--- config.mk ---
export PLATFORM = sky130hd
export DESIGN_NAME = score_round_ctrl
export DESIGN_NICKNAME = d
export VERILOG_FILES = /design/src/rtl/score_round_ctrl.sv
export SDC_FILE = /design/constraint.sdc
export NUM_CORES = 1
export LEC_CHECK = 0
export CAP_MARGIN = 5
export CORE_MARGIN = 4
export CORE_UTILIZATION = 51
export DETAILED_ROUTE_END_ITERATION = 12
export GPL_TIMING_DRIVEN = 1
export HOLD_SLACK_MARGIN = 0.02
export PLACE_DENSITY_LB_ADDON = 0.3
export SYNTH_ARGS = -nofsm -noshare
export SYNTH_HDL_FRONTEND = slang
export SYNTH_SLANG_ARGS = --single-unit
--- constraint.sdc ---
create_clock -name CLK -period 25.2 [get_ports CLK]
set_clock_uncertainty 0.05 [all_clocks]
set_input_delay 3.78 -clock CLK [delete_from_list [all_inputs] [get_ports CLK]]
set_output_delay 3.78 -clock CLK [all_outputs]
set_load 0.02 [all_outputs]
--- src/rtl/score_round_ctrl.sv ---
// rtl/score_round_ctrl.sv - session controller with round-robin arbitration over a shared score-update path
module score_round_ctrl #(
    parameter int NPLAYER  = 4,
    parameter int MAXSCORE = 31,
    parameter int NSAMPLE  = 64
) (
    input  logic                 CLK,
    input  logic                 RST,
    input  logic                 CFG_WE,
    input  logic [7:0]           CFG_LOW,
    input  logic [7:0]           CFG_HIGH,
    input  logic                 START,
    input  logic [NPLAYER-1:0]   REQ,
    input  logic [8*NPLAYER-1:0] DATAi,
    output logic [NPLAYER-1:0]   GNTo,
    output logic [8*NPLAYER-1:0] SCOREo,
    output logic                 BUSYo,
    output logic                 DONEo,
    output logic [1:0]           WINNERo,
    output logic [6:0]           COUNTo
);

    localparam logic [7:0] MAX8 = 8'(MAXSCORE);
    localparam logic [6:0] NS7  = 7'(NSAMPLE);

    typedef enum logic [1:0] {S_IDLE, S_RUN, S_DONE} state_t;

    state_t      r_state;
    logic [7:0]  r_low;
    logic [7:0]  r_high;
    logic [7:0]  r_score [NPLAYER];
    logic [6:0]  r_count;
    logic [1:0]  r_ptr;
    logic [1:0]  r_winner;

    logic        w_hit;
    logic [1:0]  w_gidx;
    logic [1:0]  w_idx;
    logic [7:0]  w_d;
    logic [7:0]  w_s;
    logic [7:0]  w_new;
    logic [6:0]  w_new_count;
    logic [1:0]  w_best;
    logic [7:0]  w_best_val;
    logic [7:0]  w_val;

    // Rotating priority search starting at r_ptr; the first requester found wins.
    always_comb begin
        w_hit  = 1'b0;
        w_gidx = 2'd0;
        w_idx  = 2'd0;
        if (r_state == S_RUN) begin
            for (int k = 0; k < NPLAYER; k++) begin
                w_idx = r_ptr + 2'(k);
                if (!w_hit && REQ[w_idx]) begin
                    w_hit  = 1'b1;
                    w_gidx = w_idx;
                end
            end
        end
        GNTo = w_hit ? (NPLAYER'(1) << w_gidx) : '0;
    end

    always_comb begin
        w_d = DATAi[8*w_gidx +: 8];
        w_s = r_score[w_gidx];
        if (w_d >= r_high)
            w_new = (w_s >= MAX8 - 8'd1) ? MAX8 : w_s + 8'd2;
        else if ((w_d > r_low) && (w_d < r_high))
            w_new = (w_s >= MAX8) ? MAX8 : w_s + 8'd1;
        else
            w_new = (w_s != 8'd0) ? w_s - 8'd1 : 8'd0;
        w_new_count = r_count + 7'd1;
    end

    // Leader including this edge's update; strict '>' keeps ties on the lowest index.
    always_comb begin
        w_best     = 2'd0;
        w_best_val = (w_gidx == 2'd0) ? w_new : r_score[0];
        w_val      = 8'd0;
        for (int i = 1; i < NPLAYER; i++) begin
            w_val = (2'(i) == w_gidx) ? w_new : r_score[i];
            if (w_val > w_best_val) begin
                w_best_val = w_val;
                w_best     = 2'(i);
            end
        end
    end

    always_comb begin
        for (int i = 0; i < NPLAYER; i++)
            SCOREo[8*i +: 8] = r_score[i];
    end

    assign BUSYo   = (r_state == S_RUN);
    assign DONEo   = (r_state == S_DONE);
    assign WINNERo = r_winner;
    assign COUNTo  = r_count;

    always_ff @(posedge CLK or posedge RST) begin
        if (RST) begin
            r_state  <= S_IDLE;
            r_low    <= 8'd0;
            r_high   <= 8'd0;
            r_count  <= 7'd0;
            r_ptr    <= 2'd0;
            r_winner <= 2'd0;
            for (int i = 0; i < NPLAYER; i++)
                r_score[i] <= 8'd0;
        end else begin
            case (r_state)
                S_IDLE, S_DONE: begin
                    if (r_state == S_IDLE && CFG_WE) begin
                        r_low  <= CFG_LOW;
                        r_high <= CFG_HIGH;
                    end
                    if (START) begin
                        r_state <= S_RUN;
                        r_count <= 7'd0;
                        r_ptr   <= 2'd0;
                        for (int i = 0; i < NPLAYER; i++)
                            r_score[i] <= 8'd0;
                    end
                end
                S_RUN: begin
                    if (w_hit) begin
                        r_score[w_gidx] <= w_new;
                        r_count         <= w_new_count;
                        r_ptr           <= w_gidx + 2'd1;
                        if (w_new == MAX8) begin
                            r_state  <= S_DONE;
                            r_winner <= w_gidx;
                        end else if (w_new_count == NS7) begin
                            r_state  <= S_DONE;
                            r_winner <= w_best;
                        end
                    end
                end
                default: r_state <= S_IDLE;
            endcase
        end
    end

endmodule

-- Word level (Yosys, flattened, before mapping)
Index checks and enable logic that the tools add are counted.
- input bits: 56
- register bits after elaboration: 61
- word-level logic and storage cells: 122
- output and inout bits: 47
- shift operators: 2
- add/subtract/negate cells: 8
- reduce and logical (&&, ||, !) cells: 19
- muxes and demuxes: 58
- bitwise logic cells: 1
- equality and inequality tests: 10
- $lt $le $gt $ge: 14
- operators by type and width (cell ; count):
    8-bit 2-to-1 mux ; 14
    32-bit 2-to-1 mux ; 2
    32-bit case mux with 2 select lines ; 1
    32-bit bitwise mux ; 1
    8-bit greater-than comparator ; 4
    32-bit by 6-bit indexed part select with 8-bit output ; 1
    2-bit 2-to-1 mux ; 15
    8-bit binary-select mux with 2-bit select ; 1
    8-bit demux with 2-bit select ; 1
    8-bit by 5-bit >= comparator with 1-bit output, second input constant ; 2
    7-bit 2-to-1 mux ; 2
    7-bit case mux with 2 select lines ; 1
    1-bit 2-to-1 mux ; 13
    2-bit by 3-bit less-than comparator with 1-bit output, second input constant ; 4
    3-bit AND reduction ; 3
    8-bit by 1-bit adder with 8-bit output, second input constant ; 1
    8-bit by 2-bit adder with 8-bit output, second input constant ; 1
    1-bit binary-select mux with 2-bit select ; 4
    8-bit by 5-bit equality test with 1-bit output, second input constant ; 1
    8-bit >= comparator ; 1
    8-bit less-than comparator ; 1
    2-bit case mux with 2 select lines ; 2
    8-bit nonzero test ; 1
    8-bit by 1-bit subtractor with 8-bit output, second input constant ; 1
    other kinds (22) ; 34

-- Depth between registers and ports, before layout
Gate-level depths: netlist of run 1.
- depth in word-level cells: 33
- gate-level depth with buffers: 52
- depth with buffers taken out: 46

-- Worst setup path before layout of run 1
Ideal clock, no wire load.
- path type: input -> register
- from: input REQ[2]
- to: register r_winner[0], in the netlist WINNERo[0]
- required time: 25027 ps
- setup slack: 12958 ps
- data arrival time: 12069 ps
- stages on the path: 49
- buffers on the path: 6
- library setup time: 123 ps
- cells stage by stage: buf_2 > nor2b_1 > a221oi_4 > nor2_8 > inv_2 > clkbuf_1 > clkbuf_1 > nand2_1 > a31oi_1 > ha_1 > a21oi_1 > nand2_1 > a21o_1 > o221a_2 > or3_1 > clkbuf_1 > a21oi_1 > a211oi_2 > [13 not listed] > o21ai_0 > nand2b_1 > a21oi_1 > o21ai_0 > o21a_1 > buf_1 > clkbuf_1 > o21a_1 > ha_1 > nor2b_1 > o21a_1 > o21ai_0 > nand2b_1 > a21oi_1 > o21ai_0 > a21oi_1 > o21ai_1 > o221a_2
- word-level cells in the longest chain between the ends: 33
- elaborated cells on any way between the ends: 68
- those cells by class: 3 x add/sub; 8 x order compare; 4 x eq/ne; 1 x shift; 40 x mux; 1 x bitwise; 11 x reduce/logical
- ends and longest elaborated chain (element ; line ; RTL):
    start, declared ; 13 ; input logic [NPLAYER-1:0] REQ,
    parallel branches: the longest is 33 deep, another holds 1-bit binary-select mux with 2-bit select ; n/a ;
    end signal, assigned ; 132 ; r_winner <= w_gidx;
    end signal, assigned ; 135 ; r_winner <= w_best;
    end, declared ; 34 ; logic [1:0] r_winner;
Parallel ways; which one is timed is not known. The select of a mux whose other input is x is not followed.
A chain may end at the register's enable or synchronous reset.

-- Final worst setup path of run 1
- from: input REQ[2]
- to: register r_winner[1], in the netlist WINNERo[1]
Same word-level chain as after synthesis.

==> metrics, run 1 <==
count leader, synth=nand2_1; first-pass GRT wire length=approximately 29000 um; total gr overflow=0; Die Height=around 110 um; routed via count=around 5600; cell mode on critical path=o21ai_0; FILL cells=a little under 1000; initial antenna violation count=0; overall die width=approximately 110 um; vias in the first global route=5551; Synth top area share=a little over a quarter; worst min-delay path category=reg -> reg; Avg Cell Area, Syn=8.52 sq um; number of H-tree levels=3; Critical Path Fanout Max=36; fraction of registers with async set/reset=between 90% and 100%; final worst slack=between 10 and 15 ns; WL per Instance=20.3 um; Cell variety after synth=79; Fin Setup TNS=0 ns; final worst-path cycle share=approximately 52%; Post-Route WL=~18000 um; largest cells by area after synthesis=dfrtp_1, ha_1, nand2_1; IO buf count=about 100; M1 GR Usage=between 30% and 40%; Final #Nets=856; Clock Latency Late Sink=between 0.3 and 0.4 ns; final hold vios=0; Slew Limit Fails=0; layout cell share with drive strength beyond 1=between 10% and 20%; post-placement cell count=slightly below 900; DRT Pass-1 Iters=6; CTS Buffer Depth=2; Place WS=between 10 and 15 ns; Initial DRC Count=approximately 570; met3 Usage GRT=roughly 5.4%; post-layout min period=~13 ns; GRT Overall Usage=about 28%; CTS Sinks=between 60 and 70; predominant post-synthesis flop cell=dfrtp_1; I/O pin count=103; startpoint types=primary input; Post-CTS Setup Inserts=0; Slew @ Worst Pin=0.999 ns; n_diodes=0; Warnings, synthesis=0; Setup Viol. Count Final=0; Num CTS Buffers=9; leading area contributor after synthesis=dfrtp_1; Netlist Area Pre-Place=about 5600 sq um; met2 Use GR=a little under half; EDFF count, synth=0; Syn Inst Count=660; hold buffer count at CTS=0; footprint of the multi-input gates=3790 sq um; largest net degree at the start of global routing=between 60 and 70; critical path's largest stage delay=approximately 0.73 ns; Final ANT Viol Nets=0; #FFs+latches synth=around 60; die area=12800 sq um; RSZ-0062 raised after global routing=false; GP Congestion=0.893; max_cap viols=0; status=completed; Cell Rows=38; post-cts resize count=0; syn nets=~770; CTS tree=done; register area share after synthesis=a little over a quarter; clock transition at the registers of the reported paths=roughly 0.08 ns; WP data required=25.40 ns; Clock Root Buffer=clkbuf_8; Peak Freq=~76 MHz; crit path capture type=register; Slowest-stage cell, CP=clkdlybuf4s50_1; WS Path Type=in -> reg; Finished Layout Cells=just under 900; DR vias/cell=approximately 6.2; flip-flop and latch area=1530 sq um; WP data arrival=13.42 ns; DP HPWL=around 14000 um; Slew headroom=roughly 33%; DRC viols=0; P&R area growth vs syn=22.3%; Initial Util=approximately half; CORE AREA=roughly 11000 sq um; Synth top cells by count=nand2_1, o21ai_0, dfrtp_1; gr busiest metal=met2; post-layout util=between 60% and 70%
cell usage in the layout (no fill, tap or decap), drive strengths merged, types with 4 or more instances in the layout:
cell	instances
nand2	107
clkdlybuf4s50	102
o21ai	70
dfrtp	61
ha	52
inv	41
nor2	35
mux2	29
a21oi	27
mux2i	27
nand3	15
o21a	13
nand4	13
a31oi	13
a21o	11
and3	11
nor3	9
clkbuf	9
o211ai	8
nor2b	7
a22o	7
nand2b	6
nand3b	6
nor4	5
buf	5
or3	5
o31ai	5
and2	5
o311ai	4
layout make-up:
type / count / share of cell area (%)
Clock inverter: 7 / 0.837
Sequential cell: 61 / 22.2
Clock buffer: 9 / 1.80
Inverter: 39 / 2.18
Tap cell: 140 / 2.55
Multi-Input combinational cell: 530 / 55.1
Timing Repair Buffer: 107 / 15.4
state kept, by name, summed over array words and instances, names as in the netlist:
| register | cells |
|---|---|
| SCOREo | 32 |
| r_high | 8 |
| r_low | 8 |
| COUNTo | 7 |
| WINNERo | 2 |
| r_ptr | 2 |
| r_state | 2 |
per-stage QoR:
| step | area, sq um | hold slack, ns |
|---|---|---|
| after floorplan | 5630 | 0.437 |
| after global placement | 6700 | 0.458 |
| after detailed placement | 6700 | 0.473 |
| after CTS | 6880 | 0.497 |
| after global routing | 6880 | 0.520 |
| final | 6880 | 0.492 |
kinds of logic (layout without fill, tap and decap cells):
group           Yosys count  in the layout  share of synthesized area (%)
mux                      56             56                           11.0
buf+inv                  69            162                           5.63
compound gates          189            189                           24.6
xor+xnor                  2              2                          0.311
flops                    61             61                           27.1
simple gates            231            231                           19.7
fa+ha+maj                52             52                           11.6
path summary, 6_finish.rpt:
path | start | to | slack [ns] | depth (start not counted)
worst max-delay path | REQ[2] | WINNERo[1] | 11.98 | 46
worst min-delay path | COUNTo[1] | COUNTo[1] | 0.49 | 2
worst max register to register | r_state[1] | WINNERo[1] | 15.33 | 45
worst min register to register | COUNTo[1] | COUNTo[1] | 0.49 | 2
max in group asynchronous | RST | SCOREo[5] | 20.64 | 3
min in group asynchronous | RST | SCOREo[28] | 3.92 | 3
worst max-delay path: cells and delay by family:
kind / cells / cell delay (ns)
compound gates: 23 / 4.18
fa+ha+maj: 4 / 1.21
simple gates: 14 / 2.48
buf+inv: 3 / 1.17
mux: 2 / 0.59
layer usage:
| layer | vias to the layer above | wire length [um] |
|---|---|---|
| met2 | 261 | 8660 |
| met4 | 0 | 611 |
| met5 | - | 0 |
| met1 | 2665 | 7410 |
| li1 | 2589 | - |
| met3 | 66 | 1450 |
Power of run 1 is not shown: default switching activity piles up to over one toggle a cycle in this logic, so the estimate is an artifact.
==> inputs of run 2 (changes only) <==
CORE_UTILIZATION = 49   (was 51)
clock period = 10.95 ns   (was 25.2 ns; I/O delays follow)
==> run 2 against run 1 <==
Non-clock buffer count grew 7. Global-route usage is 0.99 points lower. Via count is 0.84% higher. Critical path depth is 2 lower. Cell area is 2.9% higher. Worst setup slack worse by 11 ns. Count of clock-buffer cells in the layout rose by 2. Core utilization is 0.73 points higher. Hold slack improved by 0.00076 ns. Flip-flop and latch count unchanged. Critical path type unchanged. Largest cell class unchanged.
==> metrics, run 2 (same netlist as run 1, synthesis figures left out) <==
WS Path Type=in -> reg; Initial Util=51.0% (-0.89 points); vias in the first global route=5408 (-2.6%); Num CTS Buffers=9 (unchanged); GP Congestion=1.01 (+13%); hold path start=COUNTo[0]; Clock Root Buffer=clkbuf_16; final hold vios=0 (unchanged); CORE AREA=11000 sq um (+1.8%); worst r2r dst=WINNERo[1]; initial antenna violation count=0 (unchanged); RSZ-0062 raised after global routing=false; Post-Route WL=18100 um (about the same); WP data arrival=10.38 ns (-3.04 ns); Clock Latency Late Sink=0.33 ns (-0.03 ns); IO buf count=102 (unchanged); final worst-path cycle share=around 93%; Cell Rows=38 (unchanged); post-layout min period=around 10 ns; DRT Pass-1 Iters=5 (-1); Final #Nets=864 (+0.93%); number of H-tree levels=3 (unchanged); overall die width=115 um (+1.9%); Final ANT Viol Nets=0 (unchanged); most frequent cells in the layout=nand2_1, clkdlybuf4s50_1, o21ai_0; reg2reg setup slack=1.95 ns (-13.38 ns); DRC viols=0 (unchanged); Die Height=115 um (+1.9%); max_cap viols=0 (unchanged); die area=13300 sq um (+3.8%); WL per Instance=20.1 um (-0.92%); critical path's largest stage delay=0.70 ns (-0.03 ns); Critical Path Fanout Max=22 (-39%); I/O pin count=103 (unchanged); max reg flops=32 (unchanged); worst r2r path cells=45 (unchanged); Worst R2R Start=r_state[1]; Peak Freq=between 90 and 100 MHz; Initial DRC Count=501 (-12%); total gr overflow=0 (unchanged); Slowest-stage cell, CP=clkdlybuf4s50_1; startpoint types=primary input; DP HPWL=13300 um (-3.5%); Hold Path End=COUNTo[0]; GRT Overall Usage=27.3% (-0.99 points); status=completed; CTS Buffer Depth=2 (unchanged); commonest non-fill, non-tap cell in the layout=nand2_1; n_diodes=0 (unchanged); CTS Sinks=61 (unchanged); first-pass GRT wire length=28700 um (-1.3%); CTS tree=done; Hold Crit Depth=1 (-1); P&R area growth vs syn=25.9%; worst min-delay path category=reg -> reg; hold buffer count at CTS=0 (unchanged); Slew headroom=34.3% (+1.5 points); largest net degree at the start of global routing=62 (unchanged); routed via count=5628 (+0.84%); cell mode on critical path=a21oi_1; crit path capture type=register; WP data required=11.11 ns (-14.29 ns); Slew Limit Fails=0 (unchanged); Slew @ Worst Pin=0.976 ns (-0.0229 ns); Fin Setup TNS=0 ns (unchanged); DR vias/cell=6.25 (about the same); layout cell share with drive strength beyond 1=12.7% (+0.93 points); clock transition at the registers of the reported paths=0.06 ns (-0.02 ns); Setup Viol. Count Final=0 (unchanged)
-- run 2: layer usage --
| layer | up-vias | routed length [um] | GRT usage [%] |
|---|---|---|---|
| met1 | 2685 | 7580 | 37.4 |
| met4 | 0 | 507 | 8.69 |
| met2 | 289 | 8490 | 44.6 |
| met3 | 44 | 1530 | 4.00 |
| met5 | - | 0 | 0 |
| li1 | 2610 | - | - |
-- run 2: stage by stage --
stage,utilization (%),hold WS [ns],instances,cell area (sq um),setup slack (ns)
6_report,64.2,0.493,901,7080,0.739
5_1_grt,64.2,0.510,901,7080,0.0502
4_1_cts,64.0,0.492,899,7060,0.694
3_5_place_dp,61.1,0.480,883,6740,0.384
3_3_place_gp,61.1,0.460,883,6740,0.716
2_1_floorplan,-,0.437,660,5630,0.846
-- run 2: final cells by class --
| cell class | instances | area (sq um) |
|---|---|---|
| clock inverter | 5 | 65.1 |
| timing repair buffer | 114 | 1110 |
| tap | 140 | 175 |
| multi-input combinational | 531 | 3800 |
| sequential | 61 | 1530 |
| clock buffer | 11 | 253 |
| inverter | 39 | 151 |
| fill | 955 | 3950 |
-- run 2: critical path, delay by kind of cell --
kind                     cells  cell delay, ns
buffers and inverters        5            1.44
AO/OA/AOI/OAI               24            3.64
AND/OR/NAND/NOR              9            1.83
multiplexers                 2            0.55
adder cells (fa/ha/maj)      4            1.22
-- run 2: worst max path at each step --
| stage | slack [ns] | cells past startpoint | startpoint | end |
|---|---|---|---|---|
| after floorplan | 0.85 | 49 | REQ[2] | WINNERo[0] |
| after global placement | 0.72 | 46 | REQ[2] | WINNERo[0] |
| after detailed placement | 0.38 | 46 | REQ[2] | WINNERo[0] |
| after CTS | 0.69 | 46 | REQ[2] | WINNERo[1] |
| after global routing | 0.05 | 46 | REQ[0] | WINNERo[1] |
| final | 0.74 | 44 | REQ[3] | WINNERo[1] |
-- run 2: what timing repair did --
item	in CTS	in global routing
hold endpoints to repair	0	0
gates resized for setup	0	1
endpoints found under the setup margin	0	2
buffers inserted	0	1
Power of run 2 is left out for the same reason.
==> inputs of run 3 (changes only) <==
ABC_AREA = 1   (was default)
==> run 3 against run 2 <==
Fmax is 2.9% higher. Non-clock buffer count down 11. Via count up 2.3%. Worst setup slack improved by 0.28 ns. Register-to-register slack better by 0.07 ns. Critical path type unchanged. Core utilization decreased by 1.8 points. Cell area is 1.1% higher. Final cell count is 18% higher. Hold slack lost 0.033 ns. First-iteration DRC count shrank 22%. Routed wire length fell by 7.5%.
==> metrics, run 3 <==
status=completed; post-layout min period=9.93 ns (-0.283 ns); Post-Route WL=16800 um (-7.5%); CTS Sinks=61 (unchanged); Netlist Area Pre-Place=5750 sq um (+2.3%); I/O pin count=103 (unchanged); Warnings, synthesis=0 (unchanged); DRC viols=0 (unchanged); met1 WL=6960 um (-8.2%); wire length on met3=1570 um (+2.3%); first-pass GRT wire length=27300 um (-4.9%); Finished Layout Cells=1061 (+18%); Die Height=116 um (+1.1%); Cell variety after synth=45 (-43%); worst r2r path cells=55 (+22%); Synth top cells by count=nand2_1, inv_1, dfrtp_1; overall die width=116 um (+1.1%); Slew Limit Fails=0 (unchanged); largest net degree at the start of global routing=62 (unchanged); leading area contributor after synthesis=dfrtp_1; Post-Synth XOR/XNOR Area=1.22% (+0.91 points); Syn Inst Count=819 (+24%); Worst R2R Start=r_ptr[0]; Clock Latency Late Sink=0.35 ns (+0.02 ns); routed via count=5756 (+2.3%); largest cells by area after synthesis=dfrtp_1, nand2_1, ha_1; FILL cells=982 (+2.8%); CORE AREA=11500 sq um (+4.0%); RSZ-0062 raised after global routing=false; count leader, synth=nand2_1; WS Path Type=in -> reg; final hold vios=0 (unchanged); Initial Util=50.2% (-0.83 points); layout cell share with drive strength beyond 1=14.1% (+1.3 points); crit path from=REQ[3]; Setup Viol. Count Final=0 (unchanged); Initial DRC Count=391 (-22%); CTS tree=done; Slowest-stage cell, CP=clkdlybuf4s50_1; critical path's largest stage delay=0.42 ns (-0.28 ns); total gr overflow=0 (unchanged); number of H-tree levels=3 (unchanged); final worst-path cycle share=90.7% (-2.6 points); Critical Path Fanout Max=38 (+73%); hold path start=r_state[0]; predominant post-synthesis flop cell=dfrtp_1; vias in the first global route=5527 (+2.2%); Avg Cell Area, Syn=7.02 sq um (-18%); worst path bufs/invs=11 (+6); register area share after synthesis=26.5% (-0.60 points); mux contribution to synthesized area=0.391% (-11 points); max reg flops=32 (unchanged); WP data arrival=10.12 ns (-0.26 ns); Clock Root Buffer=clkbuf_16; Final ANT Viol Nets=0 (unchanged); Slew headroom=25.6% (-8.6 points); EDFF count, synth=0 (unchanged); DRT Pass-1 Iters=8 (+3); clock transition at the registers of the reported paths=0.06 ns (about the same); Peak Freq=101 MHz (+2.9%); Hold WS=0.460 ns (-0.0325 ns); #FFs+latches synth=61 (unchanged); Simple-Gate Fraction of Synth Area=32.0% (+12 points); worst r2r dst=WINNERo[0]; syn nets=927 (+21%); startpoint types=primary input; Final #Nets=1021 (+18%); most frequent cells in the layout=nand2_1, inv_1, clkdlybuf4s50_1; P&R area growth vs syn=24.4%; WP data required=11.14 ns (+0.03 ns); Routed met2 length=7750 um (-8.8%); initial antenna violation count=0 (unchanged); GRT Overall Usage=25.9% (-1.4 points); DR vias/cell=5.43 (-13%); n_diodes=0 (unchanged); crit path capture type=register; cell mode on critical path=nand2_1; GP Congestion=0.980 (-2.6%); CP endpoint=WINNERo[0]; IO buf count=102 (unchanged); post-layout util=62.4% (-1.8 points); reg2reg setup slack=2.02 ns (+0.07 ns); Synth top area share=26.5% (-0.60 points); complex-gate fraction of the synthesized area=17.2% (-7.4 points); Num CTS Buffers=9 (unchanged); adder-cell area share of the yosys netlist=11.3% (-0.26 points); largest family of logic cells by synthesized area=simple AND/OR/NAND/NOR gates; Post-CTS Setup Inserts=0 (unchanged); stages on the worst setup path=55 (+25%); die area=13500 sq um (+2.1%); DP HPWL=13000 um (-2.5%); delay-heaviest family, CP=simple AND/OR/NAND/NOR gates; CTS Buffer Depth=2 (unchanged); worst min-delay path category=reg -> reg; WL per Instance=15.8 um (-21%); Fin Setup TNS=0 ns (unchanged); post-placement cell count=1044 (+18%); fraction of registers with async set/reset=100% (unchanged); top sig layer=met4; commonest non-fill, non-tap cell in the layout=nand2_1; Cell Rows=39 (+2.6%); Slew @ Worst Pin=1.11 ns (+0.136 ns); max_cap viols=0 (unchanged)
-- run 3: cell count changes after synthesis, sizes merged, moves of 17 or more --
cell	before	now
mux2	29	2
mux2i	27	0
nand2	107	240
a21oi	27	62
nor2	35	67
inv	37	130
o22ai	3	20
nand3	15	58
-- run 3: stage by stage --
stage / setup slack (ns) / area, sq um
2_1_floorplan: 2.20 / 5750
3_3_place_gp: 0.505 / 6820
3_5_place_dp: 0.227 / 6820
4_1_cts: 0.575 / 7130
5_1_grt: 0.0261 / 7160
6_report: 1.02 / 7160
-- run 3: timing repair --
item / in CTS / in global routing
hold buffers: 0 / 0
gates resized for setup: 0 / 4
setup endpoints to repair: 0 / 2
-- run 3: per-layer routing --
layer  track usage (%)  vias to the layer above
li1                  -                     2866
met1              33.6                     2584
met2              41.6                      270
met3              5.85                       36
met4              11.0                        0
met5                 0                        -
-- run 3: kinds of logic after synthesis --
kind of cell | Yosys count
buffers and inverters | 154
AOI/OAI and AO/OA | 164
DFF | 61
and+or+nand+nor | 378
adders and majority gates | 52
muxes | 2
xor gates and xnor gates | 8
-- run 3: worst min path at each step --
stage | cells after the start | slack [ns] | endpoint
floorplan | 1 | 0.39 | r_state[1]
global placement | 1 | 0.42 | r_state[1]
detailed placement | 2 | 0.44 | WINNERo[1]
CTS | 1 | 0.46 | r_ptr[1]
global route | 1 | 0.48 | r_state[1]
finish | 1 | 0.46 | r_state[1]
-- run 3: worst reg2reg max path, delay by kind of cell (launching register included) --
| family | cells | cell delay [ns] |
|---|---|---|
| adder cells (fa/ha/maj) | 4 | 1.26 |
| buffers and inverters | 11 | 1.75 |
| AO/OA/AOI/OAI | 16 | 2.50 |
| flip-flops | 1 | 0.60 |
| AND/OR/NAND/NOR | 24 | 2.68 |
-- run 3: cell type report --
cell class | count | area, sq um | area share (%)
inverters | 133 | 515 | 7.20
clock buffers | 12 | 236 | 3.30
clock inverters | 4 | 72.6 | 1.01
multi-input cells | 604 | 3590 | 50.2
repair inverters | 1 | 7.51 | 0.105
well taps | 143 | 179 | 2.50
flip-flops and latches | 61 | 1530 | 21.3
repair buffers | 103 | 1030 | 14.4
Power of run 3 is left out for the same reason.
